`src/rtl/ex_muldiv_unit.sv`:
```
// ex_muldiv_unit: radix-2 multi-cycle MULT/MULTU/DIV/DIVU engine that sits
// beside the execute-stage ALU. It holds the pipeline while it iterates and
// hands back a HI/LO pair. The radix-2 step works on magnitudes; the signs
// are applied to the result in the same cycle as the last step.
module ex_muldiv_unit #(
  parameter int DATA_W = 32
) (
  input  logic              clk,
  input  logic              rst,
  input  logic              start_i,
  input  logic              op_div_i,
  input  logic              signed_i,
  input  logic [DATA_W-1:0] opa_i,
  input  logic [DATA_W-1:0] opb_i,
  input  logic              annul_i,
  output logic              busy_o,
  output logic              stallreq_o,
  output logic              ready_o,
  output logic [DATA_W-1:0] hi_o,
  output logic [DATA_W-1:0] lo_o
);
  localparam int CNT_W = $clog2(DATA_W) + 1;
  localparam logic [CNT_W-1:0] LAST_CNT = CNT_W'(DATA_W - 1);

  typedef enum logic [1:0] {IDLE, CALC, DONE} state_t;

  state_t              state, state_nxt;
  logic [CNT_W-1:0]    cnt;
  logic                is_div, sa, sb;
  // opm: multiplicand (mul) or divisor (div) magnitude, fixed for the whole op
  logic [DATA_W-1:0]   opm;
  // acc: mul = {partial product, remaining multiplier bits}
  //      div = {partial remainder, dividend bits shifting into quotient}
  logic [2*DATA_W-1:0] acc;

  logic                launch, div_zero, last_iter;
  logic [DATA_W-1:0]   a_mag, b_mag;
  logic [DATA_W:0]     add_sum, shl, diff;
  logic [2*DATA_W-1:0] mul_step, div_step, acc_step, prod_fix;
  logic [DATA_W-1:0]   hi_fix, lo_fix;

  assign launch    = (state == IDLE) && start_i && !annul_i;
  assign div_zero  = op_div_i && (opb_i == '0);
  assign last_iter = (state == CALC) && !annul_i && (cnt == LAST_CNT);
  assign a_mag     = (signed_i && opa_i[DATA_W-1]) ? -opa_i : opa_i;
  assign b_mag     = (signed_i && opb_i[DATA_W-1]) ? -opb_i : opb_i;

  // One radix-2 iteration of both algorithms; is_div picks which one applies.
  always_comb begin
    add_sum  = {1'b0, acc[2*DATA_W-1:DATA_W]} + (acc[0] ? {1'b0, opm} : '0);
    mul_step = {add_sum, acc[DATA_W-1:1]};
    // Partial remainder stays below the divisor, so shl - opm fits in
    // DATA_W+1 bits and its MSB is a reliable "would go negative" flag.
    shl      = {acc[2*DATA_W-1:DATA_W], acc[DATA_W-1]};
    diff     = shl - {1'b0, opm};
    div_step = diff[DATA_W] ? {shl[DATA_W-1:0],  acc[DATA_W-2:0], 1'b0}
                            : {diff[DATA_W-1:0], acc[DATA_W-2:0], 1'b1};
    acc_step = is_div ? div_step : mul_step;
  end

  // Sign correction of the final step's result; MIN/-1 wraps naturally.
  always_comb begin
    prod_fix = (sa ^ sb) ? -acc_step : acc_step;
    if (is_div) begin
      lo_fix = (sa ^ sb) ? -acc_step[DATA_W-1:0] : acc_step[DATA_W-1:0];
      hi_fix = sa ? -acc_step[2*DATA_W-1:DATA_W] : acc_step[2*DATA_W-1:DATA_W];
    end else begin
      lo_fix = prod_fix[DATA_W-1:0];
      hi_fix = prod_fix[2*DATA_W-1:DATA_W];
    end
  end

  // State register.
  always_ff @(posedge clk) begin
    if (rst) state <= IDLE;
    else     state <= state_nxt;
  end

  // Next state and control outputs.
  always_comb begin
    state_nxt  = state;
    busy_o     = (state != IDLE);
    stallreq_o = 1'b0;
    ready_o    = 1'b0;
    case (state)
      IDLE: begin
        stallreq_o = launch;
        if (launch) state_nxt = div_zero ? DONE : CALC;
      end
      CALC: begin
        stallreq_o = 1'b1;
        if (annul_i)                state_nxt = IDLE;
        else if (cnt == LAST_CNT)   state_nxt = DONE;
      end
      DONE: begin
        ready_o   = !annul_i;
        state_nxt = IDLE;
      end
      default: state_nxt = IDLE;
    endcase
  end

  // Iteration counter.
  always_ff @(posedge clk) begin
    if (rst)                 cnt <= '0;
    else if (launch)         cnt <= '0;
    else if (state == CALC)  cnt <= cnt + CNT_W'(1);
  end

  // Operand capture and per-cycle iteration.
  always_ff @(posedge clk) begin
    if (rst) begin
      is_div <= 1'b0;
      sa     <= 1'b0;
      sb     <= 1'b0;
      opm    <= '0;
      acc    <= '0;
    end else if (launch) begin
      is_div <= op_div_i;
      sa     <= signed_i & opa_i[DATA_W-1];
      sb     <= signed_i & opb_i[DATA_W-1];
      opm    <= op_div_i ? b_mag : a_mag;
      acc    <= {{DATA_W{1'b0}}, (op_div_i ? a_mag : b_mag)};
    end else if (state == CALC) begin
      acc    <= acc_step;
    end
  end

  // HI/LO result registers: written only on entry to DONE.
  always_ff @(posedge clk) begin
    if (rst) begin
      hi_o <= '0;
      lo_o <= '0;
    end else if (launch && div_zero) begin
      hi_o <= opa_i;
      lo_o <= '1;
    end else if (last_iter) begin
      hi_o <= hi_fix;
      lo_o <= lo_fix;
    end
  end

endmodule

```
`config.mk`:
```
export PLATFORM = sky130hd
export DESIGN_NAME = ex_muldiv_unit
export DESIGN_NICKNAME = d
export VERILOG_FILES = /design/src/rtl/ex_muldiv_unit.sv
export SDC_FILE = /design/constraint.sdc
export NUM_CORES = 1
export LEC_CHECK = 0
export ABC_AREA = 0
export CORE_MARGIN = 3
export CORE_UTILIZATION = 55
export CTS_BUF_LIST = sky130_fd_sc_hd__clkbuf_4 sky130_fd_sc_hd__clkbuf_8
export CTS_CLUSTER_SIZE = 8
export DETAILED_ROUTE_END_ITERATION = 10
export PLACE_DENSITY = 0.77
export SETUP_SLACK_MARGIN = 0.4
export SLEW_MARGIN = 30
export SYNTH_ARGS = -nofsm -noshare
export SYNTH_HDL_FRONTEND = slang
export SYNTH_SLANG_ARGS = --single-unit
```
`constraint.sdc`:
```
create_clock -name clk -period 12.8 [get_ports clk]
set_input_delay 3.84 -clock clk [delete_from_list [all_inputs] [get_ports clk]]
set_output_delay 3.84 -clock clk [all_outputs]
set_load 0.01 [all_outputs]
```
* Word level (Yosys, flattened, before mapping)
Index checks and enable logic that the tools add are counted.
** Storage, ports and cells
- Output and inout port bits :: 67
- ROM bits :: 0
- Input bits :: 70
- Memory bits (writable) :: 0
- Register bits :: 171
- Latch bits :: 0
- Memories kept :: 0
- Word-level logic and storage cells :: 67
** Operators by class
- Eq/ne operators :: 5
- $lt $le $gt $ge :: 0
- Multiply operators :: 0
- Div/mod/pow operators :: 0
- Bitwise gates (word level) :: 3
- Add/subtract/negate cells :: 8
- Reductions and logical operators :: 16
- Shifts and indexed selects :: 0
- Mux-type cells :: 25
** Operators with widths (count)
- $mux 32 :: 15
- $mux 64 :: 3
- $neg 32->32 :: 4
- $neg 64->64 :: 1
- $add 32x32->33 :: 1
- $sub 33x32->33 :: 1
- $logic_not 32->1 :: 1
- $logic_and 1x1->1 :: 8
- $mux 2 :: 4
- $add 6x1->6 const B :: 1
- $eq 6x5->1 const B :: 1
- $reduce_bool 2->1 :: 3
- $pmux 2 s2 :: 1
- $ne 3x3->1 const B :: 1
- $and 1x1->1 :: 2
- $eq 2x1->1 const B :: 1
- $eq 2x2->1 const B :: 1
- $logic_not 2->1 :: 1
- $ne 2x2->1 const B :: 1
- $pmux 1 s2 :: 1
- $reduce_and 2->1 :: 1
- $reduce_or 2->1 :: 1
- $logic_not 1->1 :: 1
- $mux 1 :: 1
- $xor 1x1->1 :: 1

* Longest topological paths before layout
- Word-level depth :: 8
- Mapped depth :: 23
- Gate-level depth less buffers :: 23

* Worst setup path before layout
Ideal clock, no wire load.
- Path kind :: in2out
- Start :: in annul_i
- End :: out stallreq_o
- Path buffers :: 3
- Setup slack :: 4.090 ns
- Arrival :: 4.870 ns
- Data required time :: 8.960 ns
- Stages on the path :: 5
- Cells stage by stage :: nand3b_1 clkbuf_1 clkbuf_1 buf_1 nand2_1
** On the way
- Word-level cells in the longest chain between the ends :: 3
** Ends and longest elaborated chain
- start: declaration :: line 15 : input logic annul_i,
- $logic_not 1->1 :: line 42 : assign launch = (state == IDLE) && start_i && !annul_i;
- $logic_and 1x1->1 :: line 42
- $pmux 1 s2 :: line 85 : case (state)
- end: declaration :: line 17 : output logic stallreq_o,
No other way between the ends.

* Worst setup path after layout
Same ends and word-level chain as after synthesis.

==> qor.csv <==
stage,metric,value,unit
route,total number of vias,16965,
cts,hold_buf cts,0,
critical_path,Critical Path Source Type,input port,
route,DRC errors left,0,
cells_and_area,Nets,2328,
cts,post-cts resize count,0,
critical_path,Worst Setup End Kind,primary output,
critical_path,Critical Path Max Stage Delay,0.60,ns
place,Buffers on Ports,136,
grt,global route overflow,0,
place,dpl cells,2539,
floorplanning,IO Count,137,
route,Post-Route M1 WL,25300,um
route,number of routed nets with antenna violations,0,
cells_and_area,share of layout cells above drive strength 1,0.0505,
route,DRT Pass-1 Iters,6,
min_path,Min-Delay Startpoint,cnt[1],
cts,"Clk Latency, worst-skew pair",0.52,ns
power_and_ir_drop,Clock Power Share,0.260,
power_and_ir_drop,peak supply drop,55.7,uV
grt,Tot GR Track Use,0.376,
logic_synthesis,main area contributors after synthesis,"dfxtp_1, a21oi_1, nor2_1",
logic_synthesis,post-synth top area cell,dfxtp_1,
grt,first-pass GRT wire length,89500,um
route,metal3 WL,7350,um
critical_path,Setup CP Type,in -> out,
logic_synthesis,top-count cell post-synth,nor2_1,
power_and_ir_drop,sequential share of power,0.367,
place,GPL Wtd Cong,0.992,
timing,Slew @ Worst Pin,0.997,ns
cts,clock slew at reported path FFs,0.11,ns
grt,pin count of the biggest net entering global routing,92,
cts,clk sink count,171,
timing,final hold violation count,0,
critical_path,CP top delay family,buffers and inverters,
cells_and_area,"Core Util, Final",0.636,
timing,fmax,0.106,GHz
timing,RSZ-0062 raised after global routing,no,
cts,CTS tree,yes,
floorplanning,Rows,60,
critical_path,Crit-path slowest cell,clkdlybuf4s50_1,
cts,CTS buffer count,17,
timing,part of the cycle the worst path needs,0.735,
logic_synthesis,number of synthesized flops with an enable pin,0,
cells_and_area,Layout area overhead,12.6,%
route,highest routed layer,met5,
critical_path,Worst path most repeated cell,clkdlybuf4s50_1,
timing,# setup viols final,0,
grt,vias in the first global route,15222,
job,Max Cap Violations,0,
logic_synthesis,Synth Register Bits,171,
cts,Root Driver,clkbuf_8,
timing,setup tns final,0,ns
cts,htree depth,4,
logic_synthesis,Mapped Cells,2142,
power_and_ir_drop,Switching Power,667,uW
critical_path,Crit Reg-Reg Endpoint,hi_o[18],
logic_synthesis,fraction of registers with async set or reset after synthesis,0,
min_path,WHS Endpoint,cnt[1],
min_path,hold crit path type,reg -> reg,
cells_and_area,Layout Cells excl Fill,2572,
power_and_ir_drop,Comb power frac,0.373,
min_path,WHS Path Cells,2,
route,Routed met2 length,23900,um
logic_synthesis,area share of the largest cell type after synthesis,0.223,
floorplanning,Core ar.,0.0273,mm2
floorplanning,die width,173,um
place,DP Wirelength,45000,um
logic_synthesis,"Avg Cell Area, Syn",7.18,um2
logic_synthesis,mapped cell area,0.0154,mm2
cells_and_area,Filler cells,2523,
critical_path,R2R Setup Slk,5.36,ns
floorplanning,die height,173,um
cts,clk buf depth,2,
timing,post-layout minimum cycle time,9.41,ns
power_and_ir_drop,Leak Pwr,0.00640,uW
timing,skew final,0.0327,ns
power_and_ir_drop,Sw Share,0.423,
grt,antenna violations before repair,1,
critical_path,critical path arrival,5.57,ns
timing,Final Max Tran Viols,0,
power_and_ir_drop,power per cell area,90.9,mW/mm2
logic_synthesis,top_reg_cell synth,dfxtp_1,
route,drt wl/cell,23.0,um
timing,max_slew headroom,0.318,
logic_synthesis,Yosys cell types,90,
critical_path,r2r startpoint,opm[17],
critical_path,crit path max fanout,31,
logic_synthesis,post-synthesis net count,2283,
route,First DRT Iteration DRCs,2183,
critical_path,Worst Path Required,8.96,ns
floorplanning,initial core utilization,0.565,
logic_synthesis,synth cell count leaders,"nor2_1, nand2_1, a21oi_1, dfxtp_1, o21ai_0",
route,Routed WL,59100,um
critical_path,R2R depth,22,
outcome,status,finished clean,
logic_synthesis,Syn. warnings,0,
cells_and_area,Antenna Diode Count,0,
power_and_ir_drop,Internal Power,908,uW
critical_path,crit-path cells,clkdlybuf4s50_1 -> nand3b_1 -> buf_4 -> nand2_1 -> clkdlybuf4s50_1,
critical_path,Buf/Inv on CP,3,
route,Via density,6.60,
floorplanning,Die ar.,0.0300,mm2
cts,postcts setup bufs,0,
logic_synthesis,sequential fraction of the synthesis area,0.223,
==> state kept, by name, indices dropped and copies added, names as in the netlist <==
name	cells
acc	64
sb	1
state	2
opm	32
sa	1
is_div	1
lo_o	32
cnt	6
hi_o	32
==> worst max path at each step <==
stage,slack [ns],to,cells past startpoint,from
2_1_floorplan,4.09,stallreq_o,5,annul_i
3_3_place_gp,3.44,stallreq_o,5,annul_i
3_5_place_dp,3.42,stallreq_o,5,annul_i
4_1_cts,3.40,stallreq_o,5,annul_i
5_1_grt,3.32,stallreq_o,5,annul_i
6_report,3.39,stallreq_o,5,annul_i
==> cells in the final DEF, fill, tap and decap left out, drive strengths merged, types with 14 or more instances in the layout <==
cell type	instances
a2111oi	14
a211oi	66
a21o	31
a21oi	197
a221oi	15
a31oi	42
and2	55
buf	27
clkbuf	17
clkdlybuf4s50	134
dfxtp	171
ha	69
inv	76
mux2i	49
nand2	218
nand2b	19
nand3	39
nand4	17
nor2	260
nor2b	15
nor3	70
nor4	22
o211ai	58
o21ai	118
o21bai	15
o22ai	21
o31ai	14
or3	21
or4	14
xnor2	96
xor2	72
==> cell type report <==
class,count,area [um2],share of cell area
clock inverters,15,174,0.0100
flip-flops and latches,171,3430,0.198
inverters,68,255,0.0147
clock buffers,17,234,0.0135
repair buffers,161,1560,0.0900
multi-input cells,1768,11200,0.647
well taps,372,465,0.0269
==> logic make-up (layout without fill, tap and decap cells) <==
group | count (synthesis) | count (layout) | share of synthesized area
flip-flops | 171 | 171 | 0.223
buffers and inverters | 203 | 261 | 0.0527
AND/OR/NAND/NOR | 807 | 807 | 0.249
multiplexers | 52 | 52 | 0.0341
AO/OA/AOI/OAI | 670 | 670 | 0.287
XOR/XNOR | 168 | 168 | 0.0956
adder cells (fa/ha/maj) | 71 | 71 | 0.0587
==> layer usage <==
layer,global-route usage,vias up
met4,0.154,2
met5,0,-
met2,0.528,997
met3,0.115,138
met1,0.534,7962
li1,-,7866
==> stage by stage <==
stage	hold slack (ns)	area, um2	power [uW]	worst slack (ns)
global route	0.513	17300	1640	3.32
floorplan	0.440	15400	969	4.09
detailed placement	0.469	16900	1150	3.42
CTS	0.486	17300	1550	3.40
finish	0.487	17300	1580	3.39
global placement	0.464	16900	1140	3.44
==> power by group through the flow <==
stage / combinational (uW) / sequential (uW) / clock, uW
floorplan: 395 / 574 / 0
finish: 587 / 579 / 409
CTS: 564 / 578 / 408
detailed placement: 561 / 590 / 0
global placement: 555 / 589 / 0
global route: 631 / 580 / 430
==> worst reg2reg max path, cell delays in order, from the launching register on <==
cell	delay, ns
dfxtp_1	0.58
inv_1	0.09
ha_1	0.37
a21oi_1	0.33
o21ai_1	0.17
a211oi_1	0.31
or2_1	0.18
o21ai_1	0.12
o21ai_0	0.70
nand2_1	0.45
a21oi_1	0.79
ha_1	0.37
o21ai_0	0.12
nor2_1	0.27
nand2_1	0.21
nor4_1	0.75
and3_1	0.31
nor2_1	0.05
nor4b_1	0.27
o21ai_0	0.27
o21ai_0	0.29
xnor2_1	0.20
a211oi_1	0.11
(Power assumes the default switching activity.)
